File: config.mk
export PLATFORM = sky130hd
export DESIGN_NAME = apb_cmd_master
export DESIGN_NICKNAME = d
export VERILOG_FILES = /design/src/rtl/apb_alarm_pkg.sv /design/src/rtl/apb_timeout_cnt.sv /design/src/rtl/apb_cmd_master.sv
export SDC_FILE = /design/constraint.sdc
export NUM_CORES = 1
export LEC_CHECK = 0
export ABC_AREA = 1
export CAP_MARGIN = 30
export CORE_UTILIZATION = 45
export CTS_CLUSTER_DIAMETER = 60
export DETAILED_ROUTE_END_ITERATION = 10
export PLACE_DENSITY = 0.9
export SYNTH_ARGS = -nofsm -noshare
export SYNTH_HDL_FRONTEND = slang
export SYNTH_SLANG_ARGS = --single-unit
File: constraint.sdc
create_clock -name pclk_i -period 6.1 [get_ports pclk_i]
set_input_delay 0.915 -clock pclk_i [delete_from_list [all_inputs] [get_ports pclk_i]]
set_output_delay 0.915 -clock pclk_i [all_outputs]
set_load 0.005 [all_outputs]
File: src/rtl/apb_alarm_pkg.sv
// Shared types for the APB command master: FSM state encoding, timeout counter
// width, alarm-block register offsets and an alignment helper.
package apb_alarm_pkg;

    typedef enum logic [1:0] {
        ST_IDLE   = 2'd0,
        ST_SETUP  = 2'd1,
        ST_ACCESS = 2'd2,
        ST_RESP   = 2'd3
    } state_e;

    // Wide enough for the largest legal TIMEOUT_CYCLES (255).
    localparam int unsigned TMO_CNT_W = 8;

    localparam logic [31:0] TIME_INIT  = 32'h0000_0000;
    localparam logic [31:0] TIME_ALARM = 32'h0000_0004;
    localparam logic [31:0] TIME_NOW   = 32'h0000_0008;
    localparam logic [31:0] ALARM_OFF  = 32'h0000_000C;

    function automatic logic addr_aligned(input logic [1:0] low_bits);
        return (low_bits == 2'b00);
    endfunction

endpackage

File: src/rtl/apb_timeout_cnt.sv
// Counts ACCESS cycles spent waiting on the completer and flags the cycle
// that would be the LIMIT-th consecutive wait.
module apb_timeout_cnt
    import apb_alarm_pkg::*;
#(
    parameter int unsigned LIMIT = 16
) (
    input  logic pclk_i,
    input  logic presetn_i,
    input  logic clr_i,
    input  logic en_i,
    output logic hit_o
);

    logic [TMO_CNT_W-1:0] cnt_q;
    logic [TMO_CNT_W-1:0] cnt_d;

    // hit_o is qualified by en_i so a completing cycle (pready high) never aborts.
    assign hit_o = en_i && (cnt_q == TMO_CNT_W'(LIMIT - 1));

    always_comb begin
        cnt_d = cnt_q;
        if (clr_i) begin
            cnt_d = '0;
        end else if (en_i && !hit_o) begin
            cnt_d = cnt_q + 1'b1;
        end
    end

    always_ff @(posedge pclk_i or negedge presetn_i) begin
        if (!presetn_i) begin
            cnt_q <= '0;
        end else begin
            cnt_q <= cnt_d;
        end
    end

endmodule

File: src/rtl/apb_cmd_master.sv
// Turns single read/write commands into APB transfers and returns one
// response per command; every APB and response output comes from a flop.
module apb_cmd_master
    import apb_alarm_pkg::*;
#(
    parameter int unsigned TIMEOUT_CYCLES = 16
) (
    input  logic        pclk_i,
    input  logic        presetn_i,
    input  logic        cmd_valid_i,
    output logic        cmd_ready_o,
    input  logic        cmd_write_i,
    input  logic [31:0] cmd_addr_i,
    input  logic [31:0] cmd_wdata_i,
    input  logic [3:0]  cmd_strb_i,
    output logic        rsp_valid_o,
    input  logic        rsp_ready_i,
    output logic [31:0] rsp_rdata_o,
    output logic        rsp_err_o,
    output logic        rsp_timeout_o,
    output logic        psel_o,
    output logic        penable_o,
    output logic        pwrite_o,
    output logic [31:0] paddr_o,
    output logic [31:0] pwdata_o,
    output logic [3:0]  pstrb_o,
    input  logic        pready_i,
    input  logic [31:0] prdata_i,
    input  logic        pslverr_i
);

    // Handshakes: a command moves when cmd_valid_i && cmd_ready_o at a rising
    // edge; a response moves when rsp_valid_o && rsp_ready_i. Valid never
    // depends on ready, and payload is held stable while valid is high.

    state_e state_q, state_d;

    logic        cmd_ready_q, cmd_ready_d;
    logic        psel_q, psel_d;
    logic        penable_q, penable_d;
    logic        pwrite_q, pwrite_d;
    logic [31:0] paddr_q, paddr_d;
    logic [31:0] pwdata_q, pwdata_d;
    logic [3:0]  pstrb_q, pstrb_d;
    logic        rsp_valid_q, rsp_valid_d;
    logic [31:0] rsp_rdata_q, rsp_rdata_d;
    logic        rsp_err_q, rsp_err_d;
    logic        rsp_timeout_q, rsp_timeout_d;

    logic accept;
    logic misaligned;
    logic tmo_clr;
    logic tmo_en;
    logic tmo_hit;

    assign accept     = (state_q == ST_IDLE) && cmd_ready_q && cmd_valid_i;
    assign misaligned = !addr_aligned(cmd_addr_i[1:0]);
    assign tmo_clr    = accept && !misaligned;
    assign tmo_en     = (state_q == ST_ACCESS) && !pready_i;

    apb_timeout_cnt #(
        .LIMIT (TIMEOUT_CYCLES)
    ) u_timeout_cnt (
        .pclk_i    (pclk_i),
        .presetn_i (presetn_i),
        .clr_i     (tmo_clr),
        .en_i      (tmo_en),
        .hit_o     (tmo_hit)
    );

    always_ff @(posedge pclk_i or negedge presetn_i) begin
        if (!presetn_i) begin
            state_q <= ST_IDLE;
        end else begin
            state_q <= state_d;
        end
    end

    always_comb begin
        state_d = state_q;
        case (state_q)
            ST_IDLE: begin
                if (accept) begin
                    state_d = misaligned ? ST_RESP : ST_SETUP;
                end
            end
            ST_SETUP: begin
                state_d = ST_ACCESS;
            end
            ST_ACCESS: begin
                if (pready_i || tmo_hit) begin
                    state_d = ST_RESP;
                end
            end
            ST_RESP: begin
                if (rsp_ready_i) begin
                    state_d = ST_IDLE;
                end
            end
            default: begin
                state_d = ST_IDLE;
            end
        endcase
    end

    // Outputs are computed from the next state so the registered copies line
    // up with the state they belong to.
    always_comb begin
        cmd_ready_d = (state_d == ST_IDLE);
        psel_d      = (state_d == ST_SETUP) || (state_d == ST_ACCESS);
        penable_d   = (state_d == ST_ACCESS);
        rsp_valid_d = (state_d == ST_RESP);

        paddr_d  = paddr_q;
        pwrite_d = pwrite_q;
        pwdata_d = pwdata_q;
        pstrb_d  = pstrb_q;
        if (accept && !misaligned) begin
            paddr_d  = cmd_addr_i;
            pwrite_d = cmd_write_i;
            pwdata_d = cmd_write_i ? cmd_wdata_i : 32'h0;
            pstrb_d  = cmd_write_i ? cmd_strb_i : 4'h0;
        end
        if (!psel_d) begin
            pwrite_d = 1'b0;
        end

        rsp_rdata_d   = rsp_rdata_q;
        rsp_err_d     = rsp_err_q;
        rsp_timeout_d = rsp_timeout_q;
        if (accept && misaligned) begin
            rsp_rdata_d   = 32'h0;
            rsp_err_d     = 1'b1;
            rsp_timeout_d = 1'b0;
        end else if ((state_q == ST_ACCESS) && pready_i) begin
            // Read data only survives a clean read; writes and errors return zero.
            rsp_rdata_d   = (!pwrite_q && !pslverr_i) ? prdata_i : 32'h0;
            rsp_err_d     = pslverr_i;
            rsp_timeout_d = 1'b0;
        end else if ((state_q == ST_ACCESS) && tmo_hit) begin
            rsp_rdata_d   = 32'h0;
            rsp_err_d     = 1'b1;
            rsp_timeout_d = 1'b1;
        end else if (state_d == ST_IDLE) begin
            rsp_rdata_d   = 32'h0;
            rsp_err_d     = 1'b0;
            rsp_timeout_d = 1'b0;
        end
    end

    always_ff @(posedge pclk_i or negedge presetn_i) begin
        if (!presetn_i) begin
            cmd_ready_q   <= 1'b0;
            psel_q        <= 1'b0;
            penable_q     <= 1'b0;
            pwrite_q      <= 1'b0;
            paddr_q       <= 32'h0;
            pwdata_q      <= 32'h0;
            pstrb_q       <= 4'h0;
            rsp_valid_q   <= 1'b0;
            rsp_rdata_q   <= 32'h0;
            rsp_err_q     <= 1'b0;
            rsp_timeout_q <= 1'b0;
        end else begin
            cmd_ready_q   <= cmd_ready_d;
            psel_q        <= psel_d;
            penable_q     <= penable_d;
            pwrite_q      <= pwrite_d;
            paddr_q       <= paddr_d;
            pwdata_q      <= pwdata_d;
            pstrb_q       <= pstrb_d;
            rsp_valid_q   <= rsp_valid_d;
            rsp_rdata_q   <= rsp_rdata_d;
            rsp_err_q     <= rsp_err_d;
            rsp_timeout_q <= rsp_timeout_d;
        end
    end

    assign cmd_ready_o   = cmd_ready_q;
    assign psel_o        = psel_q;
    assign penable_o     = penable_q;
    assign pwrite_o      = pwrite_q;
    assign paddr_o       = paddr_q;
    assign pwdata_o      = pwdata_q;
    assign pstrb_o       = pstrb_q;
    assign rsp_valid_o   = rsp_valid_q;
    assign rsp_rdata_o   = rsp_rdata_q;
    assign rsp_err_o     = rsp_err_q;
    assign rsp_timeout_o = rsp_timeout_q;

endmodule

---- Word-level counts from Yosys, hierarchy flattened ----
Cells that the tools add are included.
W data, S select, Z words.
operators by class
  add/subtract/negate cells ............... 1
  reductions and logical operators ........ 22
  mux-type cells .......................... 22
  equality and inequality tests ........... 8
operators by type and width
  kind                   count
  $mux W32               6
  $mux W8                2
  $logic_and A1 B1 Y1    10
  $add A8 B1 Y8 const B  1
  $eq A2 B2 Y1 const B   4
  $eq A8 B4 Y1 const B   1
  $mux W1                8
  $mux W2                4
  $pmux W2 S4            1
  $logic_not A2 Y1       3
  $logic_not A1 Y1       5
  $eq A2 B1 Y1 const B   2
  $mux W4                1
  $reduce_bool A4 Y1     1
  $logic_or A1 B1 Y1     2
  $ne A2 B1 Y1 const B   1
  $reduce_bool A2 Y1     1
word-level totals
  register bits ........................... 117
  output and inout bits ................... 107
  input port bits ......................... 107

---- Depth between registers and ports, before layout ----
  depth in word-level cells ............... 11
  depth in mapped cells ................... 15
  depth with buffers taken out ............ 14

---- Cells and area by module ----
From an unflattened synthesis, not the netlist that was laid out.
unflattened totals
  cell total of the unflattened synthesis .. 552
  area total of the unflattened synthesis .. 4834.6 sq um
modules (own cells, without submodules)
  module           sequential area each (sq um)  times used  area an instance (sq um)  cells an instance
  apb_cmd_master   2727.6                        1           4342.9                    484
  apb_timeout_cnt  200.2                         1           491.7                     68

---- Least setup slack after synthesis ----
Ideal clock, no wire load.
  kind .................................... input to register
  from .................................... in cmd_addr_i[0]
  to ...................................... reg rsp_rdata_q[10], in the netlist rsp_rdata_o[10]
  buffers on the path ..................... 1
  stages .................................. 12
  slack ................................... 3.845 ns
  data arrival time ....................... 2.190 ns
  cell sequence ........................... inv_1 -> nand2_1 -> nand3_1 -> a22oi_1 -> inv_1 -> ha_1 -> inv_1 -> nand2_1 -> clkinv_1 -> buf_2 -> nand4_1 -> nand2_1
between the ends
  cells in the longest elaborated chain, start to end .. 6
  elaborated cells between the ends (all ways) .. 9
  classes of those cells .................. mux: 4; reduce/logical: 5
RTL lines
  what                                 RTL line               RTL
  start, declared                      apb_cmd_master.sv:13   input logic [31:0] cmd_addr_i,
  $logic_not A2 Y1                     apb_alarm_pkg.sv:21    return (low_bits == 2'b00);
  $mux W2                              apb_cmd_master.sv:84   state_d = misaligned ? ST_RESP : ST_SETUP;
  $mux W2                              apb_cmd_master.sv:83   if (accept) begin
  $pmux W2 S4                          apb_cmd_master.sv:81   case (state_q)
  named net state_d[1]                 apb_cmd_master.sv:36   state_e state_q, state_d;
  $logic_not A2 Y1                     --
  named net cmd_ready_d                apb_cmd_master.sv:38   logic cmd_ready_q, cmd_ready_d;
  $reduce_bool A4 Y1 (no source line)  --
  end signal, assigned                 apb_cmd_master.sv:173  rsp_rdata_q <= rsp_rdata_d;
  end, declared                        apb_cmd_master.sv:46   logic [31:0] rsp_rdata_q, rsp_rdata_d;
The timed path passes the listed nets, and every way through them passes these cells.
A chain may end at the register's enable or synchronous reset.

---- Worst setup path in the final report ----
  from .................................... in pready_i
  to ...................................... reg rsp_rdata_q[1], in the netlist rsp_rdata_o[1]
between the ends
  cells in the longest elaborated chain, start to end .. 8
  elaborated cells between the ends (all ways) .. 13
  classes of those cells .................. mux: 5; reduce/logical: 8
RTL lines
  what                                     RTL line               RTL
  start, declared                          apb_cmd_master.sv:27   input logic pready_i,
  $logic_not A1 Y1                         apb_cmd_master.sv:59   assign tmo_en = (state_q == ST_ACCESS) && !pready_i;
  $logic_and A1 B1 Y1                      apb_cmd_master.sv:59
  $logic_and A1 B1 Y1                      apb_timeout_cnt.sv:19  assign hit_o = en_i && (cnt_q == TMO_CNT_W'(LIMIT - 1));
  $logic_or A1 B1 Y1 (*)                   apb_cmd_master.sv:91   if (pready_i || tmo_hit) begin
  $mux W2 (*)                              apb_cmd_master.sv:91
  $pmux W2 S4 (*)                          apb_cmd_master.sv:81
  named net state_d[0]                     apb_cmd_master.sv:36
  $logic_not A2 Y1 (*)                     --
  named net cmd_ready_d                    apb_cmd_master.sv:38
  $reduce_bool A4 Y1 (no source line) (*)  --
The timed path passes the listed nets; every way through them passes the cells marked *.

==> run metrics <==
Slew headroom=0.3929; unrepaired setup endpoints after global routing=false; syn nets=657; starting density of the core=0.4659; Max-Cap Viols=0; crit-path leading delay family=simple AND/OR/NAND/NOR gates; CTS tree=done; Vias=4596; fraction of layout cells with a size suffix above 1=0.05890; complex-gate fraction of the synthesized area=0.005698; initial antenna violation count=0; 1st-iter DRT viols=277; crit share post-route=0.5673; Post-CTS Hold Buffers=0; YS warnings=0; most common cell after layout, fill and taps aside=nand2_1; RR Endpoint=rsp_rdata_o[1]; Mapped Cells=546; Worst path slowest cell=clkinv_1; synth-to-layout area growth=58.72%; # nets final=863; CTS resizes=0; Synth cell types=24; EDFF count, synth=0; Die Y-Extent=105.6 um; Placed Area=7054 sq um; drt wl/cell=15.07 um; Post-Synth Adder-Cell Area=0.01036; number of global-route vias before repair=4672; CTS buffer count=17; fmax=289.0 MHz; Avg Inst Size Synth=8.848 sq um; worst-case vdd ir drop=0.2058 mV; CP peak stage delay=0.69 ns; Core Region=10370 sq um; largest net degree at the start of global routing=71; GRT overflow=0; Finished Cell Area=7667 sq um; hpwl dp=9380 um; XOR/XNOR Fraction of Synth Area=0.003626; worst-skew pair later-pin latency=0.50 ns; Worst R2R Start=u_timeout_cnt.cnt_q[0]; main combinational cell family by area after synthesis=simple AND/OR/NAND/NOR gates; Worst Tran Pin Value=0.9050 ns; status=finished, final reports clean; Final Setup Violations=0; # rows=37; crit path cell chain=clkdlybuf4s50_1 -> nor2_2 -> nand2_2 -> nand2_1 -> nor2_1 -> nand2_1 -> inv_1 -> ha_1 -> inv_1 -> nand2_1 -> clkinv_1 -> nand4_1 -> nand2_1; sequential-to-total area share from yosys stat=0.6061; drt drc=0; die area=11150 sq um; worst hold path type=in2async; critical path startpoint category=primary input; clock sink count=117; Final Hold Viols=0; pwr dens=421.0 nW/um^2; Post-synth ARST share=1.000; Routed Antenna Nets=0; Routed WL=13570 um; boundary pin count=214; post-CTS setup buffer count=0; Pre-Repair DR Iteration Count=7; Synth Area in Simple Gates=0.3263; Root Buffer=clkbuf_8; ANT cells=0; Vias per Instance=5.107; Setup Skew=0.01380 ns; leakage=3.844 nW; Max Slew Vio Count=0; CP endpoint kind=register; most common flop cell mapped by yosys=dfrtp_1; CTS Buffer Depth=2; fin crit period=3.461 ns; crit path max fanout=36; total power=3.228 mW; first-pass GRT wire length=22170 um; CTS clk-pin slew, worst paths=0.05 ns; Mapped Area=4831 sq um; GR Util All Layers=0.2527; Crit path top cell by count=nand2_1; worst path bufs/invs=4; Port Buffers=213; r2r setup slk=2.75 ns; R2R cell count=14; Die Wd=105.6 um; utilization after layout=0.7394; mux cell area share after synthesis=0; Seq cells post-synth=117; most frequent cells in the layout=266 x nand2_1, 212 x clkdlybuf4s50_1, 117 x dfrtp_1; Worst Path Class, Setup=in2reg; H-tree depth=4; WP data arrival=3.83 ns; GPL Wtd Cong=0.7698; Worst EP required=6.47 ns; setup TNS=0 ns
cell usage after synthesis (3+ instances only):
master / count / area, sq um
nor2_2: 3 / 18.77
nor2_4: 3 / 33.78
buf_4: 4 / 30.03
clkbuf_1: 9 / 33.78
buf_2: 17 / 85.08
nand4_1: 35 / 219.0
nand3_1: 47 / 235.2
dfrtp_1: 117 / 2928
nor2_1: 10 / 37.54
o21ai_0: 3 / 15.01
nand2_1: 266 / 998.5
ha_1: 4 / 50.05
inv_1: 17 / 63.81
stage by stage:
stage | instances | hold WS [ns] | setup WS [ns]
2_1_floorplan | 546 | 0.4597 | 3.845
3_3_place_gp | 866 | 0.4556 | 2.454
3_5_place_dp | 869 | 0.4633 | 2.196
4_1_cts | 900 | 0.4133 | 2.701
5_1_grt | 900 | 0.4514 | 2.384
6_report | 900 | 0.4232 | 2.639
report_power, final:
part	switching (mW)	internal [mW]	total, mW
sequential	0.167	1.03	1.20
combinational	0.428	0.580	1.01
clock	0.332	0.691	1.02
total	0.928	2.30	3.23
logic make-up (layout without fill, tap and decap cells):
group / Yosys count / in the layout
AO/OA/AOI/OAI: 5 / 5
XOR/XNOR: 2 / 2
adder cells (fa/ha/maj): 4 / 4
buffers and inverters: 50 / 268
flip-flops: 117 / 117
AND/OR/NAND/NOR: 368 / 368
per-layer routing:
layer	share of wire	GRT usage	vias up
li1	-	-	2146
met1	0.40	0.3054	2250
met2	0.52	0.4258	176
met3	0.065	0.07607	24
met4	0.017	0.09722	0
met5	0	0	-
sequential cells by signal (all words and copies together) (netlist names):
name	count
paddr_o	32
pwdata_o	32
rsp_rdata_o	32
u_timeout_cnt.cnt_q	8
pstrb_o	4
state_q	2
cmd_ready_o	1
penable_o	1
psel_o	1
pwrite_o	1
rsp_err_o	1
rsp_timeout_o	1
rsp_valid_o	1
final cells by class:
class	instances	area, sq um
clock buffers	22	462.9
clock inverters	9	150.1
fillers	716	2703
inverters	19	71.32
multi-input cells	379	1678
flip-flops and latches	117	2928
well taps	136	170.2
repair buffers	218	2207
how the worst max path moves through the flow:
| stage | start | endpoint | depth (start not counted) |
|---|---|---|---|
| after CTS | pready_i | rsp_timeout_o | 13 |
| final | pready_i | rsp_rdata_o[1] | 13 |
| after detailed placement | pready_i | rsp_rdata_o[1] | 13 |
| after global routing | pready_i | rsp_rdata_o[24] | 13 |
| after floorplan | cmd_addr_i[0] | rsp_rdata_o[10] | 12 |
| after global placement | pready_i | rsp_timeout_o | 13 |
(Power assumes the default switching activity.)
